## src/rtl/bit_serializer.sv

```systemverilog
// Parallel-to-serial feeder for the serial pattern detector: shifts out one word
// bit per en_out strobe every div+1 cycles, with gapless back-to-back frames.
module bit_serializer #(
    parameter int WIDTH = 8,
    parameter int DIV_W = 8
) (
    input  logic             clk,
    input  logic             rst,
    input  logic [DIV_W-1:0] div,
    input  logic             lsb_first,
    input  logic [WIDTH-1:0] in_data,
    input  logic             in_valid,
    output logic             in_ready,
    output logic             x_out,
    output logic             en_out,
    output logic             busy,
    output logic             done
);
    localparam int                IDX_W    = $clog2(WIDTH);
    localparam logic [IDX_W-1:0]  LAST_IDX = IDX_W'(WIDTH - 1);
    localparam logic [0:0]        S_IDLE   = 1'b0;
    localparam logic [0:0]        S_SHIFT  = 1'b1;

    logic [0:0]       state_q, state_d;
    logic [WIDTH-1:0] shreg_q, shreg_d;
    logic [DIV_W-1:0] cnt_q, cnt_d;
    logic [IDX_W-1:0] idx_q, idx_d;
    logic [DIV_W-1:0] div_q, div_d;
    logic             lsb_q, lsb_d;

    logic shift_s;
    logic strobe_s;
    logic last_s;
    logic accept_s;

    assign shift_s  = (state_q == S_SHIFT);
    assign strobe_s = shift_s && (cnt_q == {DIV_W{1'b0}});
    assign last_s   = (idx_q == LAST_IDX);
    assign accept_s = in_valid && in_ready;

    assign en_out   = strobe_s;
    assign done     = strobe_s && last_s;
    assign busy     = shift_s;
    // Ready on the last strobe too, so the next word follows with no idle cycle.
    assign in_ready = !shift_s || done;

    // Serial output: the active end of the shift register, forced low when idle.
    always_comb begin
        x_out = 1'b0;
        if (!shift_s) begin
            x_out = 1'b0;
        end else if (lsb_q) begin
            x_out = shreg_q[0];
        end else begin
            x_out = shreg_q[WIDTH-1];
        end
    end

    // Next-state logic: accept, prescale, shift, or finish the frame.
    always_comb begin
        state_d = state_q;
        shreg_d = shreg_q;
        cnt_d   = cnt_q;
        idx_d   = idx_q;
        div_d   = div_q;
        lsb_d   = lsb_q;
        if (accept_s) begin
            state_d = S_SHIFT;
            shreg_d = in_data;
            cnt_d   = div;
            idx_d   = {IDX_W{1'b0}};
            div_d   = div;
            lsb_d   = lsb_first;
        end else if (!shift_s) begin
            state_d = S_IDLE;
        end else if (!strobe_s) begin
            cnt_d = cnt_q - DIV_W'(1);
        end else if (!last_s) begin
            shreg_d = lsb_q ? {1'b0, shreg_q[WIDTH-1:1]} : {shreg_q[WIDTH-2:0], 1'b0};
            idx_d   = idx_q + IDX_W'(1);
            cnt_d   = div_q;
        end else begin
            state_d = S_IDLE;
        end
    end

    // State registers with asynchronous reset to an empty idle frame.
    always_ff @(posedge clk or posedge rst) begin
        if (rst) begin
            state_q <= S_IDLE;
            shreg_q <= {WIDTH{1'b0}};
            cnt_q   <= {DIV_W{1'b0}};
            idx_q   <= {IDX_W{1'b0}};
            div_q   <= {DIV_W{1'b0}};
            lsb_q   <= 1'b0;
        end else begin
            state_q <= state_d;
            shreg_q <= shreg_d;
            cnt_q   <= cnt_d;
            idx_q   <= idx_d;
            div_q   <= div_d;
            lsb_q   <= lsb_d;
        end
    end
endmodule

```

## config.mk

```make
export PLATFORM = sky130hd
export DESIGN_NAME = bit_serializer
export DESIGN_NICKNAME = d
export VERILOG_FILES = /design/src/rtl/bit_serializer.sv
export SDC_FILE = /design/constraint.sdc
export NUM_CORES = 1
export LEC_CHECK = 0
export ABC_AREA = 1
export ABC_CLOCK_PERIOD_IN_PS = 2300
export BUFFER_PORTS_ARGS = -buffer_cell sky130_fd_sc_hd__buf_2
export CORE_MARGIN = 1
export CORE_UTILIZATION = 56
export DETAILED_ROUTE_END_ITERATION = 16
export GPL_TIMING_DRIVEN = 0
export PLACE_DENSITY_LB_ADDON = 0.1
export SYNTH_ARGS = -nofsm -noshare
export SYNTH_HDL_FRONTEND = slang
export SYNTH_SLANG_ARGS = --single-unit
```

## constraint.sdc

```tcl
create_clock -name clk -period 2.3 [get_ports clk]
set_input_delay 0.345 -clock clk [delete_from_list [all_inputs] [get_ports clk]]
set_output_delay 0.345 -clock clk [all_outputs]
set_load 0.005 [all_outputs]
```

-- Yosys cells after proc, flatten, opt, wreduce, memory -nomap -nowiden
Cells that the tools add are included.
- flip-flop bits (word level): 29
- input bits: 20
- output and inout bits: 5
- logic and storage cells: 40
- add/sub/neg operators: 2
- equal/unequal tests: 3
- multiplexer cells: 19
- reduce and logical (&&, ||, !) cells: 10
- operator list (operator ; number):
    $mux 8 ; 9
    $mux 3 ; 4
    $logic_not 8->1 ; 1
    $sub 8x1->8 const B ; 1
    $mux 1 ; 6
    $reduce_bool 2->1 ; 2
    $add 3x1->3 const B ; 1
    $eq 3x3->1 const B ; 1
    $logic_and 1x1->1 ; 3
    $ne 3x2->1 const B ; 1
    $reduce_and 3->1 ; 1
    $ne 2x1->1 const B ; 1
    $reduce_and 2->1 ; 1
    $logic_not 1->1 ; 1
    $logic_or 1x1->1 ; 1

-- Longest topological paths before layout
- depth in word-level cells: 7
- gate-level depth with buffers: 11
- gate-level depth less buffers: 11

-- Worst setup path before layout
No wires, ideal clock.
- kind: reg2out
- start: register cnt_q[0]
- end: output in_ready
- data arrival time: 1300 ps
- required time: 1955 ps
- slack: 655 ps
- cell stages (with the launch flop): 8
- path buffers: 1
- cell sequence: dfrtp_1 inv_1 ha_1 nand2_1 nor2_4 nand3_2 nand2_4 buf_2
- longest elaborated chain between the ends: 4
- RTL lines (element ; line ; RTL):
    start, declared ; 26 ; logic [DIV_W-1:0] cnt_q, cnt_d;
    start signal, assigned ; 92 ; cnt_q <= {DIV_W{1'b0}};
    start signal, assigned ; 99 ; cnt_q <= cnt_d;
    $logic_not 8->1 ; 37 ; assign strobe_s = shift_s && (cnt_q == {DIV_W{1'b0}});
    $logic_and 1x1->1 ; 37 ;
    $logic_and 1x1->1 ; 42 ; assign done = strobe_s && last_s;
    $logic_or 1x1->1 ; 45 ; assign in_ready = !shift_s || done;
    end, declared ; 13 ; output logic in_ready,
No other way between the ends.

-- Final worst setup path
Same ends and word-level chain as after synthesis.

==> results.tsv <==
metric	value	unit
Crit path max-delay family	simple AND/OR/NAND/NOR gates	
crit path DAT	1.83	ns
Die Height	56.3	um
Hold Vio Cnt, Final	0	
fin crit period	2.18	ns
Synth Register Bits	29	
buffer and inverter count on the worst path	2	
Slew headroom	26.1	%
clock transition at the registers of the reported paths	0.10	ns
area growth from synthesis to final layout	12.3	%
DR vias/cell	5.60	
top-area cell type share of the netlist area	43.9	%
Worst Hold Class	primary input to flip-flop	
drt total wl	3770	um
routing usage on met2	37.9	%
Syn Std Cell Area	0.00165	mm^2
R2R depth	9	
Avg Synthesized Cell Area	7.41	um^2
synth cell count leaders	nand2_1 (55), nand3_1 (43), dfrtp_1 (29)	
Max Clock Freq	0.459	GHz
reg-to-reg setup timing slack	0.31	ns
die width	56.3	um
Critical Path Source	cnt_q[0]	
fraction of registers with async set/reset	100	%
vias in the first global route	1445	
share of layout cells above drive strength 1	18.7	%
gr usage total	25.9	%
final setup vio count	0	
CP endpoint kind	output port	
clock sinks	29	
Clk Latency, worst-skew pair	0.33	ns
VDD IR max	0.762	mV
CP max-delay cell	dfrtp_1	
reg2reg end	cnt_q[2]	
RSZ-0062 raised after global routing	false	
I/O pins	25	
GRT busiest layer	met2	
largest cells by area after synthesis	dfrtp_1 (44%), nand3_1 (13%), nand2_1 (12%), o21ai_0 (5.1%), inv_1 (4.5%)	
CP Capture Point	in_ready	
leakage	0.992	nW
worst path cell trace	inv_1, ha_1, nand2_1, nor2_4, nand3_2, nand2_4, buf_2	
routing usage on met3	5.30	%
Antenna Cells	0	
post-detail-place hpwl	2620	um
DR iter-0 viols	64	
Ys Warns	0	
Mapped Cells	223	
Nets	275	
number of buffers created by CTS	5	
power density over the cells	950	mW/mm^2
post-route antenna net violation count	0	
Vias	1584	
Routed WL per cell	13.3	um
cell with the most instances after synthesis	nand2_1	
max_cap viols	0	
Tcrit/Tclk final	94.8	%
DRC violations left	0	
CTS tree	done	
Worst Tran Pin Value	1.11	ns
RePlAce Congestion	0.792	
TritonRoute pass-1 iters	4	
Main synth FF type	dfrtp_1	
die area	0.00317	mm^2
worst endpoint required time	1.96	ns
Buffers on Ports	23	
CTS root buffer	clkbuf_4	
Slew Limit Fails	0	
Stages on worst setup path	7	
hold buffer count at CTS	0	
total grt overflow	0	
syn_nets	246	
R2R Path Start	cnt_q[0]	
Post-synth EDFFs	0	
Initial Util	59.4	%
synth unique cells	23	
status	finished clean	
largest net degree at the start of global routing	30	
Core Box Area	0.00278	mm^2
grt met1 use	37.5	%
Rows	19	
setup TNS	0	ns
Worst Skew	0.0115	ns
Startpoint Class	flip-flop	
cell taking the most area after synthesis	dfrtp_1	
first-pass GRT wire length	6350	um
clk buf depth	2	
initial antenna violation count	0	
crit path kind	flip-flop to output port	
critical path's largest stage delay	0.42	ns
htree depth	2	
Seq/Total Area, Yosys	43.9	%
post-CTS setup buffer count	0	
hold slack	0.249	ns
worst-path fanout max	18	
## cells in the final DEF, fill, tap and decap left out
master	count
inv_1	19
nand3b_1	1
buf_4	2
buf_2	26
xnor2_1	1
nor2_1	19
nand3_2	1
or2_2	3
clkbuf_8	1
dfrtp_1	29
ha_1	3
o21ai_0	17
nand2_2	2
o211ai_1	5
nand2_4	1
inv_2	3
nor2_2	1
nor2_4	1
clkbuf_4	5
clkbuf_1	3
a21oi_1	9
nand4_1	1
nand3_1	43
buf_6	1
nand2_1	55
## state kept, by name, summed over array words and instances (netlist names)
name,count
busy,1
idx_q,3
shreg_q,8
cnt_q,8
lsb_q,1
div_q,8
## power by group
part | internal (W) | switching (W) | leakage (nW)
Combinational | 0.000249 | 0.000355 | 0.607
Sequential | 0.000692 | 0.000148 | 0.354
Clock | 0.000144 | 0.000176 | 0.0314
## kinds of logic after synthesis
kind of cell               share of synthesized area, %
adders and majority gates                          2.27
xor gates and xnor gates                          0.530
DFF                                                43.9
AOI/OAI and AO/OA                                  10.1
and+or+nand+nor                                    34.9
buffers and inverters                              8.25
## worst register-to-register path: stages (launching register included)
cell and delay, ns:
dfrtp_1 0.42, inv_1 0.11, ha_1 0.26, nand2_1 0.12, nor2_4 0.15, nand3_2 0.11, nand2_4 0.18, nand2_1 0.28
nor2_1 0.19, a21oi_1 0.06
## worst min path at each step
stage / end / from / depth (start not counted)
4_1_cts: div_q[4] / div[4] / 3
6_report: div_q[4] / div[4] / 3
3_3_place_gp: div_q[4] / div_q[4] / 2
3_5_place_dp: div_q[7] / div_q[7] / 2
2_1_floorplan: busy / rst / 1
5_1_grt: div_q[4] / div[4] / 3
## area by class of cell
type                       count  area (um^2)
inverter                      22         82.6
multi-input combinational    163          791
clock buffer                   7         55.1
sequential                    29          726
tap                           31         38.8
fill                         243          925
timing repair buffer          23          115
buffer                         8         48.8
## per-layer routing
metal  part of all wire [%]  vias up
li1                       -      787
met4                    1.9        0
met2                     44       48
met1                     50      739
met3                    4.3       10
met5                      0        -
## repair_timing
item	in CTS	in global routing
gates resized for setup	0	1
endpoints found under the hold margin	0	0
endpoints found under the setup margin	1	1
## metrics by stage
stage | total power [W] | instance area (um^2) | worst slack (ns) | utilization (%) | std cells
6_report | 0.00176 | 1860 | 0.120 | 66.8 | 283
5_1_grt | 0.00190 | 1860 | 0.0243 | 66.8 | 283
4_1_cts | 0.00175 | 1860 | 0.0795 | 66.8 | 283
3_5_place_dp | 0.00144 | 1810 | 0.298 | 65.0 | 277
3_3_place_gp | 0.00141 | 1810 | 0.311 | 65.0 | 277
2_1_floorplan | 0.00129 | 1650 | 0.655 | - | 223
Note: power is estimated with default switching activity, not from simulation.
